===== src/rtl/fp_mul_normalize_pipe_if.sv =====
// Handshake and data bundle between the FP32 multiply stage and its normalize/round back end.
// master drives the operation beat; slave (the pipeline) returns the packed result and flags.
// No backpressure: ready is a one-cycle result strobe, not a flow-control signal.
interface fp_mul_normalize_pipe_if;
  logic        valid;
  logic [47:0] M_mul;
  logic [7:0]  E_mul;
  logic [30:0] float_in_2;
  logic        error_in;
  logic [30:0] float_out;
  logic [30:0] float_out_2;
  logic        ready;
  logic        error_out;
  logic        overflow;
  logic        underflow;

  modport master (
    output valid, M_mul, E_mul, float_in_2, error_in,
    input  float_out, float_out_2, ready, error_out, overflow, underflow
  );

  modport slave (
    input  valid, M_mul, E_mul, float_in_2, error_in,
    output float_out, float_out_2, ready, error_out, overflow, underflow
  );
endinterface


===== src/rtl/fp_mul_normalize_pipe.sv =====
// FP32 multiplier back end: normalize, round (RNE, or truncate), re-bias and pack a 31-bit magnitude.
// Latency 2 cycles, full throughput; a beat in cycle t shows ready=1 in cycle t+2.
// No backpressure; optional FP_MUL_ROUND_EN selects round-to-nearest-even, otherwise truncation.
module fp_mul_normalize_pipe #(
  parameter int EXP_BIAS = 127
) (
  input  logic                        clk,
  input  logic                        rst_n,
  fp_mul_normalize_pipe_if.slave      bus
);

  localparam logic signed [9:0] BIAS10 = 10'(EXP_BIAS);

  // Stage 1 registers. The hidden bit is not stored: for legal inputs it is always 1.
  logic               s1_vld;
  logic [22:0]        s1_man;
  logic signed [9:0]  s1_exp;
  logic               s1_err;
  logic [30:0]        s1_f2;
`ifdef FP_MUL_ROUND_EN
  logic               s1_guard;
  logic               s1_sticky;
`endif

  logic [22:0]        n_man;
  logic signed [9:0]  n_exp;
`ifdef FP_MUL_ROUND_EN
  logic               n_guard;
  logic               n_sticky;
`endif

  // Normalize: pick the 24-bit window below the leading one and re-bias the exponent.
  always_comb begin
    n_man = bus.M_mul[45:23];
    n_exp = {{2{bus.E_mul[7]}}, bus.E_mul} + BIAS10;
`ifdef FP_MUL_ROUND_EN
    n_guard  = bus.M_mul[22];
    n_sticky = |bus.M_mul[21:0];
`endif
    if (bus.M_mul[47]) begin
      n_man = bus.M_mul[46:24];
      n_exp = {{2{bus.E_mul[7]}}, bus.E_mul} + BIAS10 + 10'sd1;
`ifdef FP_MUL_ROUND_EN
      n_guard  = bus.M_mul[23];
      n_sticky = |bus.M_mul[22:0];
`endif
    end
  end

  // Stage 1 register: valid bit always tracks input; data only loads on a valid beat.
  always_ff @(posedge clk or negedge rst_n) begin
    if (!rst_n) begin
      s1_vld    <= 1'b0;
      s1_man    <= '0;
      s1_exp    <= '0;
      s1_err    <= 1'b0;
      s1_f2     <= '0;
`ifdef FP_MUL_ROUND_EN
      s1_guard  <= 1'b0;
      s1_sticky <= 1'b0;
`endif
    end else begin
      s1_vld <= bus.valid;
      if (bus.valid) begin
        s1_man    <= n_man;
        s1_exp    <= n_exp;
        s1_err    <= bus.error_in;
        s1_f2     <= bus.float_in_2;
`ifdef FP_MUL_ROUND_EN
        s1_guard  <= n_guard;
        s1_sticky <= n_sticky;
`endif
      end
    end
  end

  logic [22:0]        r_man;
  logic signed [9:0]  r_exp;
  logic               r_ovf;
  logic               r_unf;
  logic [30:0]        r_pack;
`ifdef FP_MUL_ROUND_EN
  logic               r_inc;
  logic               r_carry;
`endif

  // Round and classify. A carry out of the fraction means 1.111..1 rounded up to 10.0,
  // which leaves a zero fraction and bumps the exponent; range checks see the bumped value.
  always_comb begin
`ifdef FP_MUL_ROUND_EN
    r_inc            = s1_guard & (s1_sticky | s1_man[0]);
    {r_carry, r_man} = {1'b0, s1_man} + {23'd0, r_inc};
    r_exp            = r_carry ? (s1_exp + 10'sd1) : s1_exp;
`else
    r_man = s1_man;
    r_exp = s1_exp;
`endif
    r_ovf  = (r_exp >= 10'sd255);
    r_unf  = (r_exp <= 10'sd0);
    r_pack = {r_exp[7:0], r_man};
    if (r_ovf) begin
      r_pack = {8'hFF, 23'd0};
    end else if (r_unf) begin
      r_pack = '0;
    end
  end

  // Output register: strobes are zero on idle cycles, data buses hold their last result.
  always_ff @(posedge clk or negedge rst_n) begin
    if (!rst_n) begin
      bus.ready       <= 1'b0;
      bus.error_out   <= 1'b0;
      bus.overflow    <= 1'b0;
      bus.underflow   <= 1'b0;
      bus.float_out   <= '0;
      bus.float_out_2 <= '0;
    end else begin
      bus.ready     <= s1_vld;
      bus.error_out <= s1_vld & s1_err;
      bus.overflow  <= s1_vld & r_ovf;
      bus.underflow <= s1_vld & r_unf;
      if (s1_vld) begin
        bus.float_out   <= r_pack;
        bus.float_out_2 <= s1_f2;
      end
    end
  end

endmodule


===== src/flat_wrapper.sv =====
// flat-port wrapper written by rule: the top's interface ports become plain ports
module fp_mul_normalize_pipe_flat 
#(
  parameter int EXP_BIAS = 127
)
  (clk, rst_n, bus_valid, bus_M_mul, bus_E_mul, bus_float_in_2, bus_error_in, bus_float_out, bus_float_out_2, bus_ready, bus_error_out, bus_overflow, bus_underflow);
  fp_mul_normalize_pipe_if bus_i ();
  input  logic clk;
  input  logic rst_n;
  input wire logic [$bits(bus_i.valid)-1:0] bus_valid;
  input wire logic [$bits(bus_i.M_mul)-1:0] bus_M_mul;
  input wire logic [$bits(bus_i.E_mul)-1:0] bus_E_mul;
  input wire logic [$bits(bus_i.float_in_2)-1:0] bus_float_in_2;
  input wire logic [$bits(bus_i.error_in)-1:0] bus_error_in;
  output wire logic [$bits(bus_i.float_out)-1:0] bus_float_out;
  output wire logic [$bits(bus_i.float_out_2)-1:0] bus_float_out_2;
  output wire logic [$bits(bus_i.ready)-1:0] bus_ready;
  output wire logic [$bits(bus_i.error_out)-1:0] bus_error_out;
  output wire logic [$bits(bus_i.overflow)-1:0] bus_overflow;
  output wire logic [$bits(bus_i.underflow)-1:0] bus_underflow;
  assign bus_i.valid = bus_valid;
  assign bus_i.M_mul = bus_M_mul;
  assign bus_i.E_mul = bus_E_mul;
  assign bus_i.float_in_2 = bus_float_in_2;
  assign bus_i.error_in = bus_error_in;
  assign bus_float_out = bus_i.float_out;
  assign bus_float_out_2 = bus_i.float_out_2;
  assign bus_ready = bus_i.ready;
  assign bus_error_out = bus_i.error_out;
  assign bus_overflow = bus_i.overflow;
  assign bus_underflow = bus_i.underflow;
  fp_mul_normalize_pipe #(.EXP_BIAS(EXP_BIAS)) u_core (.clk(clk), .rst_n(rst_n), .bus(bus_i));
endmodule

===== config.mk =====
export PLATFORM = sky130hd
export DESIGN_NAME = fp_mul_normalize_pipe_flat
export DESIGN_NICKNAME = d
export VERILOG_FILES = /design/src/rtl/fp_mul_normalize_pipe_if.sv /design/src/rtl/fp_mul_normalize_pipe.sv /design/src/flat_wrapper.sv
export SDC_FILE = /design/constraint.sdc
export NUM_CORES = 1
export LEC_CHECK = 0
export ABC_AREA = 1
export CORE_MARGIN = 8
export CORE_UTILIZATION = 48
export CTS_CLUSTER_DIAMETER = 30
export DETAILED_ROUTE_END_ITERATION = 12
export GPL_ROUTABILITY_DRIVEN = 0
export PLACE_DENSITY_LB_ADDON = 0.3
export SLEW_MARGIN = 20
export SYNTH_ARGS = -nofsm -noshare
export SYNTH_HDL_FRONTEND = slang
export SYNTH_SLANG_ARGS = --single-unit
export TNS_END_PERCENT = 30

===== constraint.sdc =====
create_clock -name clk -period 1.5 [get_ports clk]
set_clock_uncertainty 0.1 [all_clocks]
set_input_delay 0.3 -clock clk [delete_from_list [all_inputs] [get_ports clk]]
set_output_delay 0.3 -clock clk [all_outputs]
set_load 0.03 [all_outputs]

==> results.toml, run 1 <==
[outcome]
status = "completed"

[detailed_routing]
viasPerCell = 5.07
wl_per_cell_um = 15.1
drc = 0
first_iter_violations = 505
wl_um = 14800
ant_nets = 0
first_pass_iters = 5
vias = 4949

[power]
power_density_mw_per_mm2 = 1220
power.total_w = 0.00975
p_sw_w = 0.00272
peakVddDrop_v = 0.000812
intPower_w = 0.00703
p_leak_nw = 3.96
p_seq_share_pct = 43.0
p_comb_share_pct = 19.6
p_clk_share_pct = 37.4
swShare_pct = 27.9

[setup_path]
cp.arrival_ps = 1740
cp-start-kind = "input port"
cp.required_ps = 1740
cp-end-kind = "flip-flop"
critPathMaxFanout = 10
crit_family = "simple AND/OR/NAND/NOR gates"
cp_common_cell = "nand2_1"
critPathBufInv = 2
crit_slowest_cell = "clkdlybuf4s50_1"
cpPeakStageDelay_ps = 490
r2r-start = "u_core.r_exp[0]$_DFFE_PN0P_"
crit_type = "in -> reg"
crit_chain = "clkdlybuf4s50_1 > buf_4 > nand3b_1 > nor2_2 > nand2_1 > nor2_2 > nand2_1 > nand2_1 > nand3_1 > nand2_1"
critPathLaunch = "bus_M_mul[47]"

[clock_network]
cts_made_buffers = 17
root_buffer = "clkbuf_16"
clock-sinks = 132
path_clk_slew_ps = 50
h-tree-depth = 4
clock_latency_ps = 400
clk_path_buf_depth = 2
cts_tree = "built"

[finish]
multi_input_area_sq_mm = 0.00208
register_area_sq_mm = 0.00330
num_antenna_cells = 0
areaGrowthSynthToFinish_pct = 42.8
drive_above_1_share_pct = 18.7
final_nets = 917
nFillCells = 889
final_cell_area_sq_mm = 0.00798

[placed_design]
hpwlAfterDp_um = 10500
portBuffers = 133
placed_area_sq_mm = 0.00738
pre_cts_slack_ps = -680

[global_routing]
antenna_found_initial = 0
first_global_vias = 5069
overflow = 0
grt_max_degree = 43
grt_pass1_wl_um = 24100
globalRouteTotalUtil_pct = 20.0

[floorplan]
pin_count = 157
die-area_sq_mm = 0.0154
start_util_pct = 49.0
dieWidth_um = 124
core_sq_mm = 0.0114
row_count = 39
die_y_um = 124

[logic_synthesis]
syn_area_per_cell_sq_um = 8.34
synth_common_cells = "nand2_1, dfrtp_1, o21ai_0"
synth.distinct_cells = 26
synth.top_cells.by_area = "dfrtp_1, nand2_1, o21ai_0"
synth_most_common_cell = "nand2_1"
synth-simple-area-share_pct = 29.8
postSynthCellCount = 671
synth_ff_type = "dfrtp_1"
synth_compound_area_share_pct = 6.20
postSynth.asyncResetShare_pct = 100
ys_warn_count = 0
synth_top_area_share_pct = 59.1
synth-seq-cells = 132
muxShareOfSynthArea_pct = 0
synth.largest_area_cell = "dfrtp_1"
synth_seq_area_share_pct = 59.1
syn_area_sq_mm = 0.00559
synth_top_family_by_area = "simple AND/OR/NAND/NOR gates"
synth_nets = 764
synth_fa_ha_area_share_pct = 0.447
synth_edf_count = 0
synth_xor_area_share_pct = 0

[sta]
max_freq_mhz = 668
slew_headroom_pct = 72.9
setup_viol = 0
holdWs_ps = 185
drv_slew = 0
hold_violations = 0
grt_setup_unrepaired = "yes"
finalCriticalPeriod_ps = 1500
period_share_pct = 99.8
tightestPinTransition_ps = 407
fin_ws_ps = 2.63

[worst_hold_path]
hp-class = "in -> reg"
min_from = "bus_valid"

[job]
maxCapViolations = 0
[stage by stage]
stage	util [%]	TNS (ps)	cells
6_report	69.9	0	977
5_1_grt	69.9	-4440	977
4_1_cts	69.7	-43.9	977
3_5_place_dp	64.6	-8060	946
3_3_place_gp	64.6	-6990	946
2_1_floorplan	-	0	671
[state kept, by name, summed over array words and instances (netlist names)]
signal and count:
u_core.s1_vld 1, u_core.s1_err 1, u_core.r_man 23, u_core.bus.error_out 1
u_core.bus.float_out 31, u_core.bus.ready 1, u_core.bus.float_out_2 31, u_core.s1_f2 31
u_core.r_exp 10, u_core.bus.underflow 1, u_core.bus.overflow 1
[worst min-delay path, delay by kind of cell]
| family | cells | cell delay, ps |
|---|---|---|
| simple gates | 2 | 120 |
| buf+inv | 2 | 230 |
[cells in the final DEF, fill, tap and decap left out, drive strengths merged]
cell,n
dlygate4sd3,1
buf,52
nand4,7
bufinv,1
clkbuf,25
a21oi,9
clkdlybuf4s50,62
nor3,1
dlymetal6s2s,1
inv,22
nand3b,2
o21bai,1
clkinv,4
o21ai,58
clkdlybuf4s15,50
nor2,57
dlygate4sd2,1
nand2,308
or2,1
ha,2
nand3,36
clkinvlp,1
dfrtp,132
[logic make-up after synthesis]
| logic type | Yosys count |
|---|---|
| buffers and inverters | 57 |
| AOI/OAI and AO/OA | 68 |
| and+or+nand+nor | 412 |
| adders and majority gates | 2 |
| DFF | 132 |
[timing repair]
item | 4_1_cts | 5_1_grt
gates resized for setup | 166 | 10
setup endpoints to repair | 61 | 68
pin swaps | 5 | 3
setup buffers | 1 | 0
hold endpoints to repair | 37 | 0
hold buffers | 1 | 0
[cell type report]
| type | instances | share of cell area [%] |
|---|---|---|
| repair buffers | 169 | 22.7 |
| clock buffers | 23 | 5.74 |
| well taps | 143 | 2.24 |
| inverters | 22 | 1.19 |
| multi-input cells | 482 | 26.0 |
| clock inverters | 6 | 0.721 |
| flip-flops and latches | 132 | 41.4 |
[final timing paths]
| path | slack (ps) | endpoint | cells after the start |
|---|---|---|---|
| hold / removal | 180 | u_core.r_exp[6]$_DFFE_PN0P_ | 4 |
| hold reg to reg | 360 | u_core.bus.error_out$_DFF_PN0_ | 2 |
| max in group asynchronous | 500 | u_core.bus.float_out_2[28]$_DFFE_PN0P_ | 3 |
| setup reg to reg | 10 | u_core.bus.float_out[0]$_DFFE_PN0P_ | 6 |
| setup / recovery | 3 | u_core.r_exp[7]$_DFFE_PN0P_ | 10 |
| min in group asynchronous | 280 | u_core.bus.float_out[5]$_DFFE_PN0P_ | 2 |
[layer usage]
metal,share of wire (%),vias to the layer above,track usage (%)
li1,-,2418,-
met1,42,2371,24.1
met2,51,144,34.3
met3,6.3,16,4.40
met4,1.2,0,7.73
met5,0,-,0
[power groups by stage]
stage	Clock, W	Sequential (W)	Combinational [W]
floorplan	0	0.00461	0.000535
detailed placement	0	0.00424	0.00197
global placement	0	0.00422	0.00192
CTS	0.00370	0.00419	0.00193
global route	0.00386	0.00424	0.00207
finish	0.00365	0.00419	0.00191
(Power assumes the default switching activity.)
==> inputs of run 2 (changes only) <==
- SLEW_MARGIN: 20 -> default
==> results of run 2 <==
The final DEF is identical to that of run 1; final timing and power are the same.
